===== src/rtl/laser_frame_tracker_pkg.sv =====
// Shared types and helpers for the laser frame tracker.
//   COORD_W       : width of one laser coordinate
//   ERR_W         : width of one signed aim-error axis
//   frame_state_t : frame FSM states
//   aim_err()     : target - average as 17-bit two's complement
package laser_frame_tracker_pkg;

  localparam int COORD_W = 16;
  localparam int ERR_W   = 17;

  typedef enum logic [1:0] {
    ST_IDLE    = 2'd0,
    ST_RUN     = 2'd1,
    ST_CAPTURE = 2'd2,
    ST_ACCUM   = 2'd3
  } frame_state_t;

  // Zero-extend both operands so any unsigned coordinate pair fits.
  function automatic logic [ERR_W-1:0] aim_err(input logic [COORD_W-1:0] tgt,
                                              input logic [COORD_W-1:0] avg);
    return {1'b0, tgt} - {1'b0, avg};
  endfunction

endpackage


===== src/rtl/laser_avg_ring.sv =====
// Running average of the last 2^AVG_LOG2 found laser positions.
//   clk, reset    : clock, synchronous active-high reset
//   push          : write din_x/din_y as the newest sample
//   flush         : empty the ring (avg_x/avg_y keep their last value)
//   din_x, din_y  : sample to push
//   avg_x, avg_y  : mean of the ring when full, else the newest sample
//   full          : ring holds 2^AVG_LOG2 samples
module laser_avg_ring
  import laser_frame_tracker_pkg::*;
#(
  parameter int AVG_LOG2 = 2
) (
  input  logic               clk,
  input  logic               reset,
  input  logic               push,
  input  logic               flush,
  input  logic [COORD_W-1:0] din_x,
  input  logic [COORD_W-1:0] din_y,
  output logic [COORD_W-1:0] avg_x,
  output logic [COORD_W-1:0] avg_y,
  output logic               full
);

  localparam int DEPTH = 1 << AVG_LOG2;
  localparam int SUM_W = COORD_W + AVG_LOG2;

  logic [COORD_W-1:0]  ring_x [DEPTH];
  logic [COORD_W-1:0]  ring_y [DEPTH];
  logic [AVG_LOG2-1:0] wr_ptr;
  logic [AVG_LOG2:0]   fill;
  logic [SUM_W-1:0]    sum_x, sum_y;
  logic [SUM_W-1:0]    sum_x_nx, sum_y_nx;
  logic [COORD_W-1:0]  evict_x, evict_y;
  logic                full_nx;

  assign full = (fill == (AVG_LOG2+1)'(DEPTH));

  // Slots are only meaningful once the ring has wrapped; before that
  // (including right after a flush) nothing is evicted.
  assign evict_x  = full ? ring_x[wr_ptr] : '0;
  assign evict_y  = full ? ring_y[wr_ptr] : '0;
  assign sum_x_nx = sum_x + SUM_W'(din_x) - SUM_W'(evict_x);
  assign sum_y_nx = sum_y + SUM_W'(din_y) - SUM_W'(evict_y);
  assign full_nx  = full || (fill == (AVG_LOG2+1)'(DEPTH - 1));

  always_ff @(posedge clk) begin
    if (push) begin
      ring_x[wr_ptr] <= din_x;
      ring_y[wr_ptr] <= din_y;
    end
  end

  // avg is registered and only moves on push, so a flush leaves the
  // last reported position in place while the ring refills.
  always_ff @(posedge clk) begin
    if (reset) begin
      wr_ptr <= '0;
      fill   <= '0;
      sum_x  <= '0;
      sum_y  <= '0;
      avg_x  <= '0;
      avg_y  <= '0;
    end else if (flush) begin
      wr_ptr <= '0;
      fill   <= '0;
      sum_x  <= '0;
      sum_y  <= '0;
    end else if (push) begin
      wr_ptr <= wr_ptr + 1'b1;
      fill   <= full ? fill : fill + 1'b1;
      sum_x  <= sum_x_nx;
      sum_y  <= sum_y_nx;
      avg_x  <= full_nx ? sum_x_nx[SUM_W-1:AVG_LOG2] : din_x;
      avg_y  <= full_nx ? sum_y_nx[SUM_W-1:AVG_LOG2] : din_y;
    end
  end

endmodule


===== src/rtl/laser_frame_tracker.sv =====
// Frame tracker sitting behind the laser detector.
//   clk, reset            : clock, synchronous active-high reset
//   en, pixel_col/row     : pixel strobe and coordinates
//   laser_xy              : detector result {x, y}, 0 = not found
//   target_xy             : aim point {x, y}
//   det_clear             : one-cycle detector restart after each frame
//   err_valid/err_ready   : aim error handshake, err_x/err_y = target - avg
//   avg_xy                : averaged position {x, y}
//   lost                  : no lock
//   overrun               : sticky, a found-frame result was dropped
//   frame_count           : completed frames
module laser_frame_tracker
  import laser_frame_tracker_pkg::*;
#(
  parameter int FRAME_W     = 640,
  parameter int FRAME_H     = 480,
  parameter int AVG_LOG2    = 2,
  parameter int LOST_FRAMES = 8
) (
  input  logic        clk,
  input  logic        reset,
  input  logic        en,
  input  logic [15:0] pixel_col,
  input  logic [15:0] pixel_row,
  input  logic [31:0] laser_xy,
  input  logic [31:0] target_xy,
  output logic        det_clear,
  output logic        err_valid,
  input  logic        err_ready,
  output logic [16:0] err_x,
  output logic [16:0] err_y,
  output logic [31:0] avg_xy,
  output logic        lost,
  output logic        overrun,
  output logic [15:0] frame_count
);

  frame_state_t       state;
  logic [31:0]        cap_xy;
  logic [7:0]         miss;
  logic               sof, eof, found, push, flush, load;
  logic [COORD_W-1:0] avg_x, avg_y;
  logic               ring_full;

  assign sof = en && (pixel_col == 16'd0) && (pixel_row == 16'd0);
  assign eof = en && (pixel_col == 16'(FRAME_W - 1)) && (pixel_row == 16'(FRAME_H - 1));

  assign found = (cap_xy != 32'd0);

  // The ring is pushed from the same value being latched into cap_xy,
  // so its average is already settled when ACCUM computes the error.
  assign push  = (state == ST_CAPTURE) && (laser_xy != 32'd0);
  // Flush exactly on the miss that reaches the loss threshold.
  assign flush = (state == ST_ACCUM) && !found && (miss == 8'(LOST_FRAMES - 1));
  assign load  = (state == ST_ACCUM) && found && (!err_valid || err_ready);

  laser_avg_ring #(.AVG_LOG2(AVG_LOG2)) u_ring (
    .clk   (clk),
    .reset (reset),
    .push  (push),
    .flush (flush),
    .din_x (laser_xy[31:16]),
    .din_y (laser_xy[15:0]),
    .avg_x (avg_x),
    .avg_y (avg_y),
    .full  (ring_full)
  );

  assign avg_xy = {avg_x, avg_y};

  always_ff @(posedge clk) begin
    if (reset) begin
      state       <= ST_IDLE;
      cap_xy      <= '0;
      miss        <= 8'(LOST_FRAMES);
      lost        <= 1'b1;
      det_clear   <= 1'b0;
      err_valid   <= 1'b0;
      err_x       <= '0;
      err_y       <= '0;
      overrun     <= 1'b0;
      frame_count <= '0;
    end else begin
      det_clear <= 1'b0;
      case (state)
        ST_IDLE: if (sof) state <= ST_RUN;
        ST_RUN: begin
          // Registered so det_clear and the new count are seen at EOF+1.
          if (eof) begin
            state       <= ST_CAPTURE;
            det_clear   <= 1'b1;
            frame_count <= frame_count + 16'd1;
          end
        end
        ST_CAPTURE: begin
          cap_xy <= laser_xy;
          state  <= ST_ACCUM;
        end
        default: begin
          state <= ST_RUN;
          if (found) begin
            miss <= '0;
            lost <= 1'b0;
          end else if (miss < 8'(LOST_FRAMES)) begin
            miss <= miss + 8'd1;
            if (miss == 8'(LOST_FRAMES - 1)) lost <= 1'b1;
          end
        end
      endcase

      if (load) begin
        err_valid <= 1'b1;
        err_x     <= aim_err(target_xy[31:16], avg_x);
        err_y     <= aim_err(target_xy[15:0], avg_y);
      end else if (err_valid && err_ready) begin
        err_valid <= 1'b0;
      end

      if ((state == ST_ACCUM) && found && err_valid && !err_ready)
        overrun <= 1'b1;
    end
  end

endmodule


===== config.mk =====
export PLATFORM = sky130hd
export DESIGN_NAME = laser_frame_tracker
export DESIGN_NICKNAME = d
export VERILOG_FILES = /design/src/rtl/laser_frame_tracker_pkg.sv /design/src/rtl/laser_avg_ring.sv /design/src/rtl/laser_frame_tracker.sv
export SDC_FILE = /design/constraint.sdc
export NUM_CORES = 1
export LEC_CHECK = 0
export ABC_AREA = 1
export BUFFER_PORTS_ARGS = -buffer_cell sky130_fd_sc_hd__buf_2
export CAP_MARGIN = 20
export CORE_MARGIN = 4
export CORE_UTILIZATION = 35
export DETAILED_ROUTE_END_ITERATION = 8
export SLEW_MARGIN = 20
export SYNTH_ARGS = -nofsm -noshare
export SYNTH_HDL_FRONTEND = slang
export SYNTH_HIERARCHICAL = 1
export SYNTH_SLANG_ARGS = --single-unit

===== constraint.sdc =====
create_clock -name clk -period 3.01 [get_ports clk]
set_input_delay 0.4515 -clock clk [delete_from_list [all_inputs] [get_ports clk]]
set_output_delay 0.4515 -clock clk [all_outputs]
set_load 0.02 [all_outputs]

==> flow_metrics.tcl <==
set metrics [dict create \
    seq_area_frac_synth 0.411 \
    clock_skew_ns 0.0266 \
    period_needed_ns 3.04 \
    track_usage 0.194 \
    clkPwrFrac 0.227 \
    clockBufferDepth 3 \
    r2r_slack_ns -0.03 \
    numPortBuffers 185 \
    area_delta_synth_final_pct 27.1 \
    status "complete, but fails checks" \
    violations "setup timing" \
    setup_viol 1 \
    synth_area_leader_cell "edfxtp_1" \
    setup.worst_path.class "register to register" \
    die_h_microns 233 \
    path_max_fanout 32 \
    cp-end-kind "register" \
    ys_ff_latch 299 \
    ctsHtreeMaxLevel 2 \
    ys_top_cells_by_area "edfxtp_1 22%, dfxtp_1 19%, nand2_1 10%" \
    syn_nets 2587 \
    worst_slew_pin_slew_ns 1.02 \
    start_kind "register" \
    p_seq_frac 0.280 \
    clk_latency_ns 0.53 \
    required_ns 3.44 \
    gp_congestion 0.910 \
    p_int_w 0.0110 \
    synth.top_cells.by_count "481 x nand2_1, 428 x inv_1, 335 x nor2_1" \
    routed_wl_microns 54400 \
    finalHoldViolCount 0 \
    ys.flop_type "dfxtp_1" \
    filler_cell_count 4962 \
    yosysMostFrequentCell "nand2_1" \
    dpl_worst_slack_ns -0.169 \
    period_share 1.01 \
    grt_pass1_wl_microns 83800 \
    multi_input_area_sq_mm 0.00953 \
    die-area_sq_mm 0.0541 \
    fin_nets 2842 \
    async_flop_share 0 \
    clk_pin_slew_ns 0.06 \
    drv_cap 0 \
    dr.pass1.iters 5 \
    drc 0 \
    core_area_sq_mm 0.0501 \
    cts_buffers 35 \
    synthCells 2372 \
    holdCritPathClass "primary input to register" \
    arrival_ns 3.47 \
    grt_antenna_before_repair 6 \
    synth-warning-count 6 \
    yosys.cell_types.count 50 \
    synth_area_sq_mm 0.0177 \
    syn_area_per_cell_sq_um 7.45 \
    detailroute.via_count 16200 \
    switching_power_w 0.00778 \
    crit_end "u_ring/avg_y[8]" \
    irDropWorstVdd_v 0.000419 \
    holdWs_ns 0.205 \
    r2r-end "u_ring/avg_y[8]" \
    grt_max_degree 64 \
    final_max_slew_viol_count 0 \
    ff_latch_area_sq_mm 0.00727 \
    cts_root_buffer "clkbuf_16" \
    cts_tree "done" \
    final_layout_size_suffix_gt1_frac 0.238 \
    clock-sinks 299 \
    drt-initial-drc-count 1151 \
    overflow 0 \
    pin_count 186 \
    p_sw_frac 0.413 \
    worstRegToRegCells 16 \
    dpl.hpwl_microns 38500 \
    viasPerCell 4.87 \
    initial_utilization 0.353 \
    final_antenna_net_count 0 \
    p_leak_nw 10.3 \
    max_freq_mhz 329 \
    synth_top_area_share 0.218 \
    combPwrFrac 0.493 \
    synth_edf_count 128 \
    rows 82 \
    rsz0062_at_grt "true" \
    die_w_microns 233 \
    wl_per_cell_microns 16.4 \
    grt_pass1_vias 15900 \
    power.density_cell_area_mw_per_mm2 838 \
    maxSlewHeadroom 0.317 \
    worst_slack_ns -0.0287 \
]
routing by layer:
layer / up-vias / part of all wire / track usage
met5: - / 0.00066 / 0
met4: 6 / 0.032 / 0.0611
met3: 114 / 0.047 / 0.0324
met2: 391 / 0.49 / 0.339
met1: 7667 / 0.43 / 0.243
li1: 8025 / - / -
timing repair:
item                       4_1_cts  5_1_grt
hold buffers                     0        0
setup endpoints to repair       32       52
gates resized for setup        162      159
pin swaps                       47       83
buffers inserted                 9        9
gates cloned                     6        0
how the worst min path moves through the flow:
stage	endpoint	cells after the start	from
3_3_place_gp	miss[7]	2	miss[7]
2_1_floorplan	miss[6]	2	miss[6]
3_5_place_dp	miss[7]	2	miss[7]
4_1_cts	u_ring/ring_y[1][13]	1	laser_xy[13]
6_report	u_ring/ring_y[3][13]	1	laser_xy[13]
5_1_grt	u_ring/ring_y[0][13]	1	laser_xy[13]
sequential cells by signal, summed over array words and instances, names as in the netlist, named ones only:
signal and count:
cap_xy 32, det_clear 1, err_valid 1, err_x 17, err_y 17, frame_count 16
lost 1, miss 8, overrun 1, state 2, u_ring/avg_x 16, u_ring/avg_y 16
u_ring/fill 3, u_ring/ring_x 64, u_ring/ring_y 64, u_ring/sum_x 18, u_ring/sum_y 18, u_ring/wr_ptr 2
through the flow:
step | area [sq um] | TNS [ns] | std cells | utilization | power (W)
after global placement | 19900 | -2.09 | 3241 | 0.397 | 0.0128
after CTS | 21900 | -0.0315 | 3316 | 0.437 | 0.0180
after detailed placement | 19900 | -1.01 | 3241 | 0.397 | 0.0129
after floorplan | 17700 | 0 | 2372 | - | 0.0104
final | 22500 | -0.0287 | 3326 | 0.449 | 0.0188
after global routing | 22400 | -3.26 | 3323 | 0.448 | 0.0202
cell type report:
| class | instances | share of cell area |
|---|---|---|
| multi-input combinational | 1561 | 0.424 |
| sequential | 299 | 0.324 |
| timing repair buffer | 295 | 0.0900 |
| inverter | 435 | 0.0728 |
| clock buffer | 43 | 0.0426 |
| tap | 672 | 0.0374 |
| clock inverter | 18 | 0.00847 |
| antenna | 3 | 0.000334 |
power by group through the flow:
stage	clock network, W	logic [W]	registers [W]
5_1_grt	0.00453	0.0103	0.00533
3_5_place_dp	0	0.00753	0.00534
2_1_floorplan	0	0.00498	0.00542
3_3_place_gp	0	0.00743	0.00532
4_1_cts	0.00437	0.00841	0.00526
6_report	0.00427	0.00928	0.00527
logic make-up (layout without fill, tap and decap cells):
group / count (synthesis) / after routing / share of synthesized area
adder cells (fa/ha/maj): 115 / 115 / 0.0959
AND/OR/NAND/NOR: 1044 / 1044 / 0.250
AO/OA/AOI/OAI: 364 / 364 / 0.110
buffers and inverters: 512 / 791 / 0.113
other: 0 / 3 / 0
XOR/XNOR: 38 / 38 / 0.0188
flip-flops: 299 / 299 / 0.411
worst max-delay path, cell delays in order, from the launching register on:
cell and delay, ns:
dfxtp_4 0.39, inv_4 0.14, buf_12 0.23, o21ai_2 0.11, a21oi_4 0.17, fa_1 0.47, fa_2 0.40, nand3b_1 0.18
nand2_2 0.12, nand2_1 0.08, nand2_2 0.10, nand3_2 0.09, nand2_1 0.10, nand2_2 0.08, nand3_2 0.06, nand2_2 0.08
a21oi_1 0.15
cells in the final DEF, fill, tap and decap left out, types with 7 or more instances in the layout:
cell type and n:
nand3b_1 8, o21ai_1 37, clkbuf_16 36, nand4_1 16, nor3_1 13, nand2_1 438, a21oi_1 125, buf_2 185
o211ai_1 7, a21oi_2 45, nor2_1 314, a21oi_4 13, nand3_2 24, edfxtp_1 128, nor4_1 9, nor2_2 23
nand2_4 11, ha_4 23, o21ai_0 84, buf_4 89, dfxtp_1 167, nand3_1 109, clkinv_2 7, inv_2 24
xor2_1 22, inv_1 409, xnor2_1 11, ha_1 53, a31oi_1 8, fa_1 31, buf_12 12, nand2_2 48
o21ai_2 25
Power figures use the tool's default switching activity.
